--- src/rtl/vx_perf_pkg.sv ---
// Shared definitions for the pipeline performance-counter block: event map,
// counter/request types and the round-robin index helper.
package vx_perf_pkg;

    localparam int EVT_SCHED_IDLE     = 0;
    localparam int EVT_SCHED_STALL    = 1;
    localparam int EVT_IBF_STALL      = 2;
    localparam int EVT_SCB_STALL      = 3;
    localparam int EVT_SCB_FIRE       = 4;
    localparam int EVT_DISPATCH_FIRE0 = 5;
    localparam int EVT_DISPATCH_LANES = 11;
    localparam int EVT_COUNT          = EVT_DISPATCH_FIRE0 + EVT_DISPATCH_LANES;
    localparam int EVT_ADDR_BITS      = $clog2(EVT_COUNT);

    localparam int PERF_CTR_W = 44;

    typedef logic [PERF_CTR_W-1:0] perf_ctr_t;

    typedef struct packed {
        logic [EVT_ADDR_BITS-1:0] addr;
    } perf_req_t;

    // (base + off) mod n, valid for base < n and off <= n
    function automatic int perf_wrap_idx(input int base, input int off, input int n);
        int s;
        s = base + off;
        return (s >= n) ? s - n : s;
    endfunction

endpackage

--- src/rtl/vx_perf_rr_arb.sv ---
// Round-robin arbiter: one-hot grant starting from a rotating pointer; the
// pointer moves past the winner only when the grant is taken (enable high).
module vx_perf_rr_arb import vx_perf_pkg::*; #(
    parameter int NUM_REQS = 4,
    parameter int SEL_BITS = (NUM_REQS > 1) ? $clog2(NUM_REQS) : 1
) (
    input  logic                clk,
    input  logic                reset_n,
    input  logic [NUM_REQS-1:0] valid,
    input  logic                enable,
    output logic [NUM_REQS-1:0] grant,
    output logic [SEL_BITS-1:0] grant_idx
);

    logic [SEL_BITS-1:0] ptr_reg;
    logic [SEL_BITS-1:0] ptr_next;
    logic [SEL_BITS-1:0] cand_idx;
    logic                found;

    always_comb begin
        found     = 1'b0;
        cand_idx  = '0;
        grant_idx = '0;
        for (int k = 0; k < NUM_REQS; k++) begin
            cand_idx = SEL_BITS'(perf_wrap_idx(int'(ptr_reg), k, NUM_REQS));
            if (!found && valid[cand_idx]) begin
                found     = 1'b1;
                grant_idx = cand_idx;
            end
        end
        grant    = (enable && found) ? (NUM_REQS'(1) << grant_idx) : '0;
        ptr_next = (enable && found)
                 ? SEL_BITS'(perf_wrap_idx(int'(grant_idx), 1, NUM_REQS))
                 : ptr_reg;
    end

    always_ff @(posedge clk or negedge reset_n) begin
        if (!reset_n) begin
            ptr_reg <= '0;
        end else begin
            ptr_reg <= ptr_next;
        end
    end

endmodule

--- src/rtl/vx_perf_ctr_ctrl.sv ---
// Performance counter owner: wrap-around event counters, clear, snapshot and a
// round-robin read port with one registered response. Define PERF_SNAPSHOT_EN
// to add the shadow bank so multi-word reads come from one coherent snapshot.
module vx_perf_ctr_ctrl import vx_perf_pkg::*; #(
    parameter int NUM_EVENTS    = EVT_COUNT,
    parameter int NUM_REQS      = 4,
    parameter int PERF_CTR_BITS = $bits(perf_ctr_t),
    parameter int INC_BITS      = 4,
    parameter int ADDR_BITS     = $clog2(NUM_EVENTS),
    parameter int REQ_SEL_BITS  = (NUM_REQS > 1) ? $clog2(NUM_REQS) : 1
) (
    input  logic                            clk,
    input  logic                            reset_n,
    input  logic                            enable,
    input  logic [NUM_EVENTS*INC_BITS-1:0]  evt_inc,
    input  logic                            clear,
    input  logic                            snap_req,
    output logic                            snap_done,
    input  logic [NUM_REQS-1:0]             req_valid,
    input  logic [NUM_REQS*ADDR_BITS-1:0]   req_addr,
    output logic [NUM_REQS-1:0]             req_ready,
    output logic                            rsp_valid,
    output logic [REQ_SEL_BITS-1:0]         rsp_tag,
    output logic [PERF_CTR_BITS-1:0]        rsp_data,
    input  logic                            rsp_ready
);

    logic [PERF_CTR_BITS-1:0] rd_src [NUM_EVENTS];
    logic [PERF_CTR_BITS-1:0] rd_data;
    logic [ADDR_BITS-1:0]     rd_addr;
    logic [NUM_REQS-1:0]      grant;
    logic [REQ_SEL_BITS-1:0]  grant_idx;
    logic                     slot_free;
    logic                     accept;
    logic                     snap_done_reg;
    logic                     rsp_valid_reg;
    logic [REQ_SEL_BITS-1:0]  rsp_tag_reg;
    logic [PERF_CTR_BITS-1:0] rsp_data_reg;

    genvar gi;
    generate
        for (gi = 0; gi < NUM_EVENTS; gi++) begin : g_evt
            logic [PERF_CTR_BITS-1:0] ctr_reg;

            // clear wins over the same-cycle increment
            always_ff @(posedge clk or negedge reset_n) begin
                if (!reset_n) begin
                    ctr_reg <= '0;
                end else if (clear) begin
                    ctr_reg <= '0;
                end else if (enable) begin
                    ctr_reg <= ctr_reg + PERF_CTR_BITS'(evt_inc[gi*INC_BITS +: INC_BITS]);
                end
            end

`ifdef PERF_SNAPSHOT_EN
            logic [PERF_CTR_BITS-1:0] shadow_reg;

            always_ff @(posedge clk or negedge reset_n) begin
                if (!reset_n) begin
                    shadow_reg <= '0;
                end else if (snap_req) begin
                    shadow_reg <= ctr_reg;
                end
            end

            assign rd_src[gi] = shadow_reg;
`else
            assign rd_src[gi] = ctr_reg;
`endif
        end
    endgenerate

    assign slot_free = !rsp_valid_reg || rsp_ready;

    vx_perf_rr_arb #(
        .NUM_REQS (NUM_REQS),
        .SEL_BITS (REQ_SEL_BITS)
    ) u_arb (
        .clk       (clk),
        .reset_n   (reset_n),
        .valid     (req_valid),
        .enable    (slot_free),
        .grant     (grant),
        .grant_idx (grant_idx)
    );

    assign accept    = |grant;
    assign req_ready = grant;

    // Addresses past the last event fall through to zero
    always_comb begin
        rd_addr = req_addr[grant_idx*ADDR_BITS +: ADDR_BITS];
        rd_data = '0;
        for (int e = 0; e < NUM_EVENTS; e++) begin
            if (rd_addr == ADDR_BITS'(e)) begin
                rd_data = rd_src[e];
            end
        end
    end

    always_ff @(posedge clk or negedge reset_n) begin
        if (!reset_n) begin
            rsp_valid_reg <= 1'b0;
            rsp_tag_reg   <= '0;
            rsp_data_reg  <= '0;
        end else if (accept) begin
            rsp_valid_reg <= 1'b1;
            rsp_tag_reg   <= grant_idx;
            rsp_data_reg  <= rd_data;
        end else if (rsp_ready) begin
            rsp_valid_reg <= 1'b0;
        end
    end

    always_ff @(posedge clk or negedge reset_n) begin
        if (!reset_n) begin
            snap_done_reg <= 1'b0;
        end else begin
            snap_done_reg <= snap_req;
        end
    end

    assign snap_done = snap_done_reg;
    assign rsp_valid = rsp_valid_reg;
    assign rsp_tag   = rsp_tag_reg;
    assign rsp_data  = rsp_data_reg;

endmodule

--- config.mk ---
export PLATFORM = sky130hd
export DESIGN_NAME = vx_perf_ctr_ctrl
export DESIGN_NICKNAME = d
export VERILOG_FILES = /design/src/rtl/vx_perf_pkg.sv /design/src/rtl/vx_perf_rr_arb.sv /design/src/rtl/vx_perf_ctr_ctrl.sv
export SDC_FILE = /design/constraint.sdc
export NUM_CORES = 2
export LEC_CHECK = 0
export ABC_AREA = 0
export ABC_CLOCK_PERIOD_IN_PS = 3400
export CORE_UTILIZATION = 45
export DETAILED_ROUTE_END_ITERATION = 12
export SLEW_MARGIN = 15
export SYNTH_ARGS = -nofsm -noshare
export SYNTH_HDL_FRONTEND = slang
export SYNTH_SLANG_ARGS = --single-unit
export TNS_END_PERCENT = 100
--- constraint.sdc ---
create_clock -name clk -period 3.4 [get_ports clk]
set_input_delay 0.85 -clock clk [delete_from_list [all_inputs] [get_ports clk]]
set_output_delay 0.85 -clock clk [all_outputs]
set_load 0.05 [all_outputs]
==> results.ini <==
[place]
gp_congestion=0.992
post_placement_cell_count=6620
numPortBuffers=141
hpwl_um=127000

[logic_synthesis]
synth_largest_type_area_fraction_pct=43.7
post_synth.cell_area_avg_um2=8.97
synthCells=4812
ys_top_cells_by_area=dfrtp_1 (44%), xor2_1 (8.0%), nor2_1 (6.7%), nand2_1 (4.3%), xnor2_1 (3.4%)
synth_xor_xnor_area_share_pct=11.4
synth_simple_gate_area_share_pct=23.2
yosys_register_bits=754
synth_top_family_by_area=simple AND/OR/NAND/NOR gates
synth_compound_gate_area_share_pct=13.1
number_of_nets_in_the_synthesized_netlist=4986
ys_seq_area_share_pct=43.7
synthMuxAreaShare_pct=2.97
dominant_cell_type_by_area_after_synthesis=dfrtp_1
synthesis.yosys.warnings=0
leading_register_cell_type_out_of_synthesis=dfrtp_1
synth-edff-count=0
async_flop_share_pct=100
mappedNetlistArea_um2=43100
yosys.cell_types.count=88
synth-adder-area-share_pct=2.71

[grt]
globalRouteMet2Util_pct=54.8
antenna_found_initial=2
overflow=0
groute.usage.overall_pct=34.1
grt_max_degree=175
groute.layer.met3.usage_pct=4.82
grt.met1_usage_pct=45.8
top_usage_layer=met2
grt_pass1_wl_um=249000
vias_in_the_first_global_route=38485

[sta]
worst_slew_margin_rel_pct=24.2
fin_worst_hold_slack_ns=0.132
grt_setup_unrepaired=yes
slew_violations=0
min_period_ns=3.42
report.final.hold_viol_count=0
fin_crit_sh_pct=100
setup_slack_ns=-0.0162
tns_setup_ns=-0.0267
finalSetupViolations=2
worstMarginPinSlew_ns=1.13
achievable-frequency_ghz=0.293
worst_clock_skew_ns=0.0231

[finish]
final_cell_utilization_of_the_core_pct=57.5
number_of_flip_flops_in_the_largest_register=704
final.fill_count=8593
register_area_um2=18900
finalNetCount=5656
layout.cells.non_filler=6813
multi_input_area_um2=23800
drive_gt1_share_pct=17.9
areaGrowthSynthToFinish_pct=26.6

[detailed_routing]
detail-route-antenna-nets=0
average_via_count_per_standard_cell=5.93
drt-pass1-iter-count=6
route.final.wire_length_um=168000
remaining_drc_errors=0
routed_wire_length_per_instance_um=24.7
dr_total_vias=40405
iteration_0_drc_markers=4547

[job]
max-cap-violations=0

[clocking]
htree_levels=3
postCtsHoldBufs=0
cts.sink_count=754
worst_setup_hold_path_clk_slew_ns=0.06
cts_root_buf=clkbuf_16
cts_tree=built
cts_inserted_buffers=88
clkLatencyLatePin_ns=0.68
cts_max_path_buffers=3

[floorplan]
floorplan.die.width_um=312
floorplan.initialDensity_pct=45.4
design.portCount=142
coreArea_um2=95000
die_area_um2=97100
core.rowCount=113
dieHeight_um=312

[setup_path]
type_of_the_setup_path_with_the_least_slack=flip-flop to output pin
worst_ep_arrival_time_ns=2.57
worst-path-max-fanout=5
required_ns=2.55
worst_setup_path_start_kind=flip-flop
endpoint_kind=output pin
regToRegSetupSlack_ns=0

[run_status]
status=finished, violations left
violations_in_the_final_reports=setup timing

[hold_path]
hold_class=input port to asynchronous set/reset pin

[power]
cellPowerDensity_nw_per_um2=680
vdd.ir_drop.worst_mv=0.442
static-leakage-power_uw=0.0237

area by class of cell:
| type | count | share of cell area, % |
|---|---|---|
| antenna | 1 | 0.00458 |
| multi-input combinational | 3782 | 43.7 |
| inverter | 50 | 0.353 |
| sequential | 754 | 34.6 |
| clock inverter | 19 | 0.268 |
| timing repair buffer | 806 | 13.4 |
| tap | 1265 | 2.90 |
| clock buffer | 136 | 4.87 |
cell usage after synthesis, drive strengths merged, types with 68 or more instances:
master    n
nand4   103
ha       68
xnor2   166
mux2i    70
dfrtp   754
and3    127
or3     133
buf      79
nand3   261
nor2    779
a21oi   264
clkbuf  148
nand2   498
xor2    395
nor3     71
o21ai   248
cells by family after synthesis:
| group | Yosys count |
|---|---|
| AO/OA/AOI/OAI | 897 |
| flip-flops | 754 |
| adder cells (fa/ha/maj) | 84 |
| multiplexers | 103 |
| buffers and inverters | 277 |
| AND/OR/NAND/NOR | 2136 |
| XOR/XNOR | 561 |
routing by layer:
layer	wire length (µm)	vias up
met5	0	-
met4	8820	0
met3	12200	394
met2	78000	1742
met1	69400	19993
li1	-	18276
stage by stage:
step	cell area [µm²]	power [µW]	setup WS, ns
floorplan	43200	17000	-0.00796
global placement	50600	25700	-1.26
detailed placement	50600	25800	-1.30
CTS	53600	35600	-0.0399
global route	54600	38100	-0.0892
finish	54600	37100	-0.0162
power by group:
group	leakage [µW]	internal [µW]	switching, µW	total (µW)
sequential	0.0104	9380	593	9970
combinational	0.0120	7090	10600	17700
clock	0.00138	5430	4000	9430
final timing paths:
check,start,endpoint,cells past startpoint
hold / removal,reset_n,g_evt[15].ctr_reg[35],1
setup reg to reg,u_arb.ptr_reg[1],rsp_data[3],17
min in group clk,clear,g_evt[1].ctr_reg[4],3
max in group asynchronous,reset_n,g_evt[2].ctr_reg[23],3
hold reg to reg,rsp_tag[0],rsp_tag[0],2
setup / recovery,u_arb.ptr_reg[1],req_ready[2],11
repair_timing:
action,in CTS,in global routing
endpoints found under the hold margin,0,0
pin swaps,7,26
endpoints found under the setup margin,49,49
gates cloned,1,5
setup buffers,19,14
gates resized for setup,41,165
cell usage in the layout (no fill, tap or decap), types with 65 or more instances in the layout:
master,synthesis,routed
mux2i_1,70,69
xnor2_1,166,166
clkdlybuf4s50_1,0,130
a21oi_1,264,252
dfrtp_1,754,753
nand2_1,495,486
nand3_1,259,254
or3_1,133,133
and3_1,126,120
nor3_1,68,65
xor2_1,395,395
clkbuf_16,0,97
o21ai_0,234,220
buf_4,12,580
nor2_1,772,766
nand4_1,103,103
worst max-delay path, stage by stage, from the launching register on:
cell and delay, ns:
dfrtp_1 0.43, buf_6 0.15, nand2_4 0.05, a21oi_4 0.06, a311oi_4 0.29, buf_6 0.17, inv_4 0.05, buf_8 0.13
ha_4 0.16, buf_4 0.14, and2_4 0.13, buf_6 0.14
(Power assumes the default switching activity.)
